$ cat src/rtl/delta_dram_read_arbiter.sv
// delta_dram_read_arbiter: round-robin owner of the single DRAM read port shared by NUM_REQ loaders.
// Define DELTA_DRAM_ARB_BURST_LOCK_EN to let an owner keep the port for BEATS_PER_LOCK beats.
module delta_dram_read_arbiter #(
  parameter int NUM_REQ = 3,
  parameter int ADDR_W = 32,
  parameter int DATA_W = 32,
  parameter int BEATS_PER_LOCK = 4,
  localparam int ID_W = (NUM_REQ > 1) ? $clog2(NUM_REQ) : 1
) (
  input  logic                      clock,
  input  logic                      reset,
  input  logic [NUM_REQ-1:0]        req_read,
  input  logic [NUM_REQ*ADDR_W-1:0] req_address,
  output logic [DATA_W-1:0]         req_read_data,
  output logic [NUM_REQ-1:0]        req_data_ready,
  output logic                      DRAM_Read,
  output logic [ADDR_W-1:0]         DRAM_Address,
  input  logic [DATA_W-1:0]         DRAM_ReadData,
  input  logic                      DRAM_DataReady,
  output logic [ID_W-1:0]           grant_id,
  output logic                      busy
);
`ifdef DELTA_DRAM_ARB_BURST_LOCK_EN
  typedef enum logic [1:0] {IDLE, BUSY, HOLD} state_t;
  localparam int BC_W = $clog2(BEATS_PER_LOCK) + 1;
  logic [BC_W-1:0] beat_q, beat_d;
  logic hold_q, hold_d;
`else
  typedef enum logic [0:0] {IDLE, BUSY} state_t;
`endif
  if (NUM_REQ < 2 || BEATS_PER_LOCK < 1) begin : g_bad_cfg
    $error("delta_dram_read_arbiter: NUM_REQ must be >= 2 and BEATS_PER_LOCK >= 1");
  end
  state_t state_q, state_d;
  logic [ID_W-1:0] owner_q, owner_d, last_q, last_d;
  logic [ID_W-1:0] pick, pick_hi, pick_lo;
  logic hit_hi, hit_lo;
  logic read_q, read_d;
  logic [ADDR_W-1:0] addr_q, addr_d, src_addr;
  logic [ADDR_W-1:0] addr_arr [NUM_REQ];
  logic [NUM_REQ-1:0] own_oh;
  for (genvar g = 0; g < NUM_REQ; g++) begin : g_addr
    assign addr_arr[g] = req_address[g*ADDR_W +: ADDR_W];
  end
  // Lowest requester above last_q wins; otherwise wrap to the lowest requester overall.
  always_comb begin
    pick_hi = '0;
    pick_lo = '0;
    hit_hi = 1'b0;
    hit_lo = 1'b0;
    for (int j = NUM_REQ - 1; j >= 0; j--) begin
      if (req_read[j]) begin
        pick_lo = ID_W'(j);
        hit_lo = 1'b1;
        if (ID_W'(j) > last_q) begin
          pick_hi = ID_W'(j);
          hit_hi = 1'b1;
        end
      end
    end
  end
  assign pick = hit_hi ? pick_hi : pick_lo;
  assign src_addr = addr_arr[(state_q == IDLE) ? pick : owner_q];
  assign own_oh = {{(NUM_REQ-1){1'b0}}, 1'b1} << owner_q;
  assign req_data_ready = (state_q == BUSY && DRAM_DataReady) ? own_oh : '0;
  assign req_read_data = DRAM_ReadData;
  assign DRAM_Read = read_q;
  assign DRAM_Address = addr_q;
  assign grant_id = owner_q;
  assign busy = state_q != IDLE;
  always_comb begin
    state_d = state_q;
    owner_d = owner_q;
    last_d = last_q;
    read_d = read_q;
    addr_d = addr_q;
`ifdef DELTA_DRAM_ARB_BURST_LOCK_EN
    beat_d = beat_q;
    hold_d = 1'b0;
`endif
    case (state_q)
      IDLE: if (hit_lo) begin
        state_d = BUSY;
        owner_d = pick;
        addr_d = src_addr;
        read_d = 1'b1;
      end
      BUSY: if (DRAM_DataReady) begin
        last_d = owner_q;
        read_d = 1'b0;
`ifdef DELTA_DRAM_ARB_BURST_LOCK_EN
        state_d = (int'(beat_q) + 1 < BEATS_PER_LOCK) ? HOLD : IDLE;
        beat_d = (int'(beat_q) + 1 < BEATS_PER_LOCK) ? beat_q : '0;
`else
        state_d = IDLE;
`endif
      end
`ifdef DELTA_DRAM_ARB_BURST_LOCK_EN
      // Two-cycle window bridges the loader's index-update gap between beats.
      HOLD: if (|(req_read & own_oh)) begin
        state_d = BUSY;
        addr_d = src_addr;
        read_d = 1'b1;
        beat_d = beat_q + BC_W'(1);
      end else if (hold_q) begin
        state_d = IDLE;
        beat_d = '0;
      end else begin
        hold_d = 1'b1;
      end
`endif
      default: state_d = IDLE;
    endcase
  end
  always_ff @(posedge clock) begin
    if (reset) begin
      state_q <= IDLE;
      owner_q <= '0;
      last_q <= ID_W'(NUM_REQ - 1);
      read_q <= 1'b0;
      addr_q <= '0;
`ifdef DELTA_DRAM_ARB_BURST_LOCK_EN
      beat_q <= '0;
      hold_q <= 1'b0;
`endif
    end else begin
      state_q <= state_d;
      owner_q <= owner_d;
      last_q <= last_d;
      read_q <= read_d;
      addr_q <= addr_d;
`ifdef DELTA_DRAM_ARB_BURST_LOCK_EN
      beat_q <= beat_d;
      hold_q <= hold_d;
`endif
    end
  end
endmodule

$ cat config.mk
export PLATFORM = sky130hd
export DESIGN_NAME = delta_dram_read_arbiter
export DESIGN_NICKNAME = d
export VERILOG_FILES = /design/src/rtl/delta_dram_read_arbiter.sv
export SDC_FILE = /design/constraint.sdc
export NUM_CORES = 1
export LEC_CHECK = 0
export CAP_MARGIN = 10
export CORE_ASPECT_RATIO = 0.6
export CORE_MARGIN = 2
export CORE_UTILIZATION = 29
export DETAILED_ROUTE_END_ITERATION = 16
export PLACE_DENSITY_LB_ADDON = 0.08
export SLEW_MARGIN = 20
export SYNTH_ARGS = -nofsm -noshare
export SYNTH_HDL_FRONTEND = slang
export SYNTH_SLANG_ARGS = --single-unit
$ cat constraint.sdc
create_clock -name clock -period 1.5 [get_ports clock]
set_clock_uncertainty 0.2 [all_clocks]
set_input_delay 0.225 -clock clock [delete_from_list [all_inputs] [get_ports clock]]
set_output_delay 0.225 -clock clock [all_outputs]
set_load 0.02 [all_outputs]
==> results by group <==
Layout
  – # nets final: 529
  – Syn-to-layout area delta: 101%
  – Fraction of layout cells with a size suffix above 1: 39.0%
  – Fill count: 692
  – Commonest non-fill, non-tap cell in the layout: clkdlybuf4s50_1
  – N_diodes: 0
  – Commonest cells after routing, fill and taps aside: clkdlybuf4s50_1 (97), dlygate4sd2_1 (37), dfxtp_1 (33)

Synth
  – Synth Instances: 255
  – Syn_area_per_cell: 9.17 um2
  – Post-synth EDFFs: 0
  – Synth unique cells: 30
  – Async set-or-reset flop fraction in the synthesized netlist: 0%
  – Synth Flop Type: dfxtp_1
  – Synthesized Nets: 389
  – Ys Warns: 0
  – Post-synth design cell area: 2340 um2
  – Post-synthesis sequential area ratio: 32.5%
  – Yosys reg bits: 38

Pwr
  – Worst VDD drop: 430 uV
  – Design Power: 0.00369 W
  – Cell Pwr Density: 786 nW/um2
  – Leakage: 1.84 nW

GRT
  – GRT Total Usage: 19.3%
  – Antenna violations before repair: 0
  – Largest net degree at the start of global routing: 27
  – Grt ovf: 0
  – Met1 GRT Util: 26.1%
  – GR met3 Demand/Resource: 6.68%
  – GRT met2 Usage: 30.4%
  – GR peak layer: met2
  – Vias in the first global route: 2,477
  – First-pass GRT wire length: 13.2 mm

Placed design
  – I/O Buffers: 140
  – RePlAce Congestion: 0.741
  – Hpwl dp: 5.71 mm

Timing
  – Highest clock rate: 601 MHz
  – Post-route minimum period: 1.66 ns
  – Max Slew Vio Count: 0
  – RSZ-0062 raised after global routing: yes
  – Relative slew slack: 74.8%
  – Fin crit share: 111%
  – Setup violators final: 34
  – Final hold viol count: 0
  – Final worst slack: -0.164 ns
  – Worst-margin pin slew: 0.377 ns
  – Setup TNS: -4.21 ns

Worst setup path
  – Crit path DAT: 1.67 ns
  – Critical path, cell by cell: and2b_4 > buf_4 > o21bai_4 > buf_12 > clkbuf_16 > o21ai_1 > a211oi_2
  – CP max FO: 7
  – Worst Setup Path Type: flip-flop to flip-flop
  – CP delay by family, top: compound AO/OA/AOI/OAI gates
  – CP Buf/Inv Count: 3
  – Slowest stage cell, crit path: dfxtp_2
  – Critical Path Sink Type: flip-flop
  – Crit path largest cell delay: 0.32 ns
  – Startpoint Class: flip-flop
  – CP Data Required Time: 1.50 ns
  – Cells on worst reg2reg path: 7
  – CP Depth: 7
  – R2r setup slk: -0.16 ns

Die
  – CORE AREA: 7850 um2
  – Initial Util: 29.8%
  – Die ar.: 8820 um2
  – Die outline height: 73.6 um
  – Site row count: 25
  – Chip width: 120 um
  – I/O pin total: 205

Detailed routing
  – DR vias: 2,534
  – Via density: 5.04
  – DRC: 0
  – Initial drt markers: 119
  – Final Routed Wirelength: 9.03 mm
  – Antenna Nets Post-Route: 0
  – Drt wl/cell: 18.0 um
  – Initial DRT Pass Iterations: 4

Clock network
  – CTS tree: done
  – Cts bufs inserted: 5
  – Clock insertion delay at the later pin of the skew report: 0.28 ns
  – Clock-pin slew on the worst setup and hold paths: 0.06 ns
  – # clock sinks: 38
  – Clock tree root driver cell: clkbuf_16
  – Longest Clk Path Bufs: 2
  – H-tree level count: 2

Status
  – Failing checks: negative setup slack
  – Status: finished, violations left

Min path
  – Worst hold stages: 2
  – Worst Hold Class: input pin to flip-flop

Job
  – MaxCap Viol Count: 0
==> cells by family (layout without fill, tap and decap cells) <==
| family | after synthesis | in the layout | share of synthesized area, % |
|---|---|---|---|
| flip-flops | 38 | 38 | 32.5 |
| AND/OR/NAND/NOR | 22 | 22 | 5.83 |
| buffers and inverters | 56 | 196 | 15.1 |
| multiplexers | 1 | 1 | 0.428 |
| AO/OA/AOI/OAI | 138 | 138 | 46.1 |
==> cell type report <==
type                            instances  area [um2]  area share [%]
Tap cell                              108         135            2.88
Multi-Input combinational cell        161        1660            35.3
Sequential cell                        38         774            16.5
Clock buffer                            5         125            2.66
Clock inverter                          2        10.0           0.213
Timing Repair Buffer                  188        1990            42.4
Inverter                                1        3.75          0.0799
==> timing repair <==
item | 4_1_cts | 5_1_grt
gates cloned | 4 | 3
hold buffers | 0 | 0
gates resized for setup | 116 | 43
pin swaps | 22 | 30
setup buffers | 7 | 5
setup endpoints to repair | 74 | 38
==> registers in the layout, summed over array words and instances, names as in the netlist <==
register,count
DRAM_Address,32
DRAM_Read,1
busy,1
grant_id,2
last_q,2
==> synthesized netlist by cell type (3+ instances only) <==
library cell   n  share of area, %
o21bai_1      31                10
clkbuf_1       8               1.3
nand2_1        4              0.64
o21ai_1       30               6.4
dfxtp_1       38                33
o22ai_1       33               8.8
o21ai_0        3              0.64
a211oi_2      31                17
buf_2         13               2.8
buf_4         34                11
nor2_1         6              0.96
a21oi_1        4              0.86
==> power by group <==
part           switching (W)  internal [W]  total, W  leakage, nW
Clock               0.000410      0.000600   0.00101       0.0694
Combinational       0.000702      0.000801   0.00150         1.45
Sequential         0.0000610       0.00112   0.00118        0.318
Total                0.00117       0.00252   0.00369         1.84
==> metal layers <==
metal	routed length, um	up-vias
met5	0	-
met4	31	0
met3	788	4
met2	3940	94
met1	4270	1220
li1	-	1216
==> path summary, 6_finish.rpt <==
path | from | to
worst max-delay path | last_q[0]$_SDFFE_PP0P_ | DRAM_Address[4]$_SDFFE_PP0P_
worst min-delay path | DRAM_DataReady | busy$_SDFF_PP0_
worst max register to register | last_q[0]$_SDFFE_PP0P_ | DRAM_Address[4]$_SDFFE_PP0P_
worst min register to register | DRAM_Read$_SDFFE_PP0P_ | DRAM_Read$_SDFFE_PP0P_
==> worst register-to-register path: cells and delay by family, from the launching register on <==
| family | cells | cell delay [ns] |
|---|---|---|
| flip-flops | 1 | 0.32 |
| AO/OA/AOI/OAI | 3 | 0.44 |
| buffers and inverters | 3 | 0.43 |
| AND/OR/NAND/NOR | 1 | 0.20 |
==> metrics by stage <==
step	hold slack, ns	area (um2)	setup WS, ns	utilization, %	std cells
after global placement	0.250	3930	-0.665	50.0	478
after floorplan	0.121	2410	-0.0124	-	255
final	0.190	4700	-0.164	59.8	503
after CTS	0.185	4410	-0.194	56.1	496
after global routing	0.202	4700	-0.216	59.8	503
after detailed placement	0.250	3930	-0.675	50.0	478
Note: power is estimated with default switching activity, not from simulation.
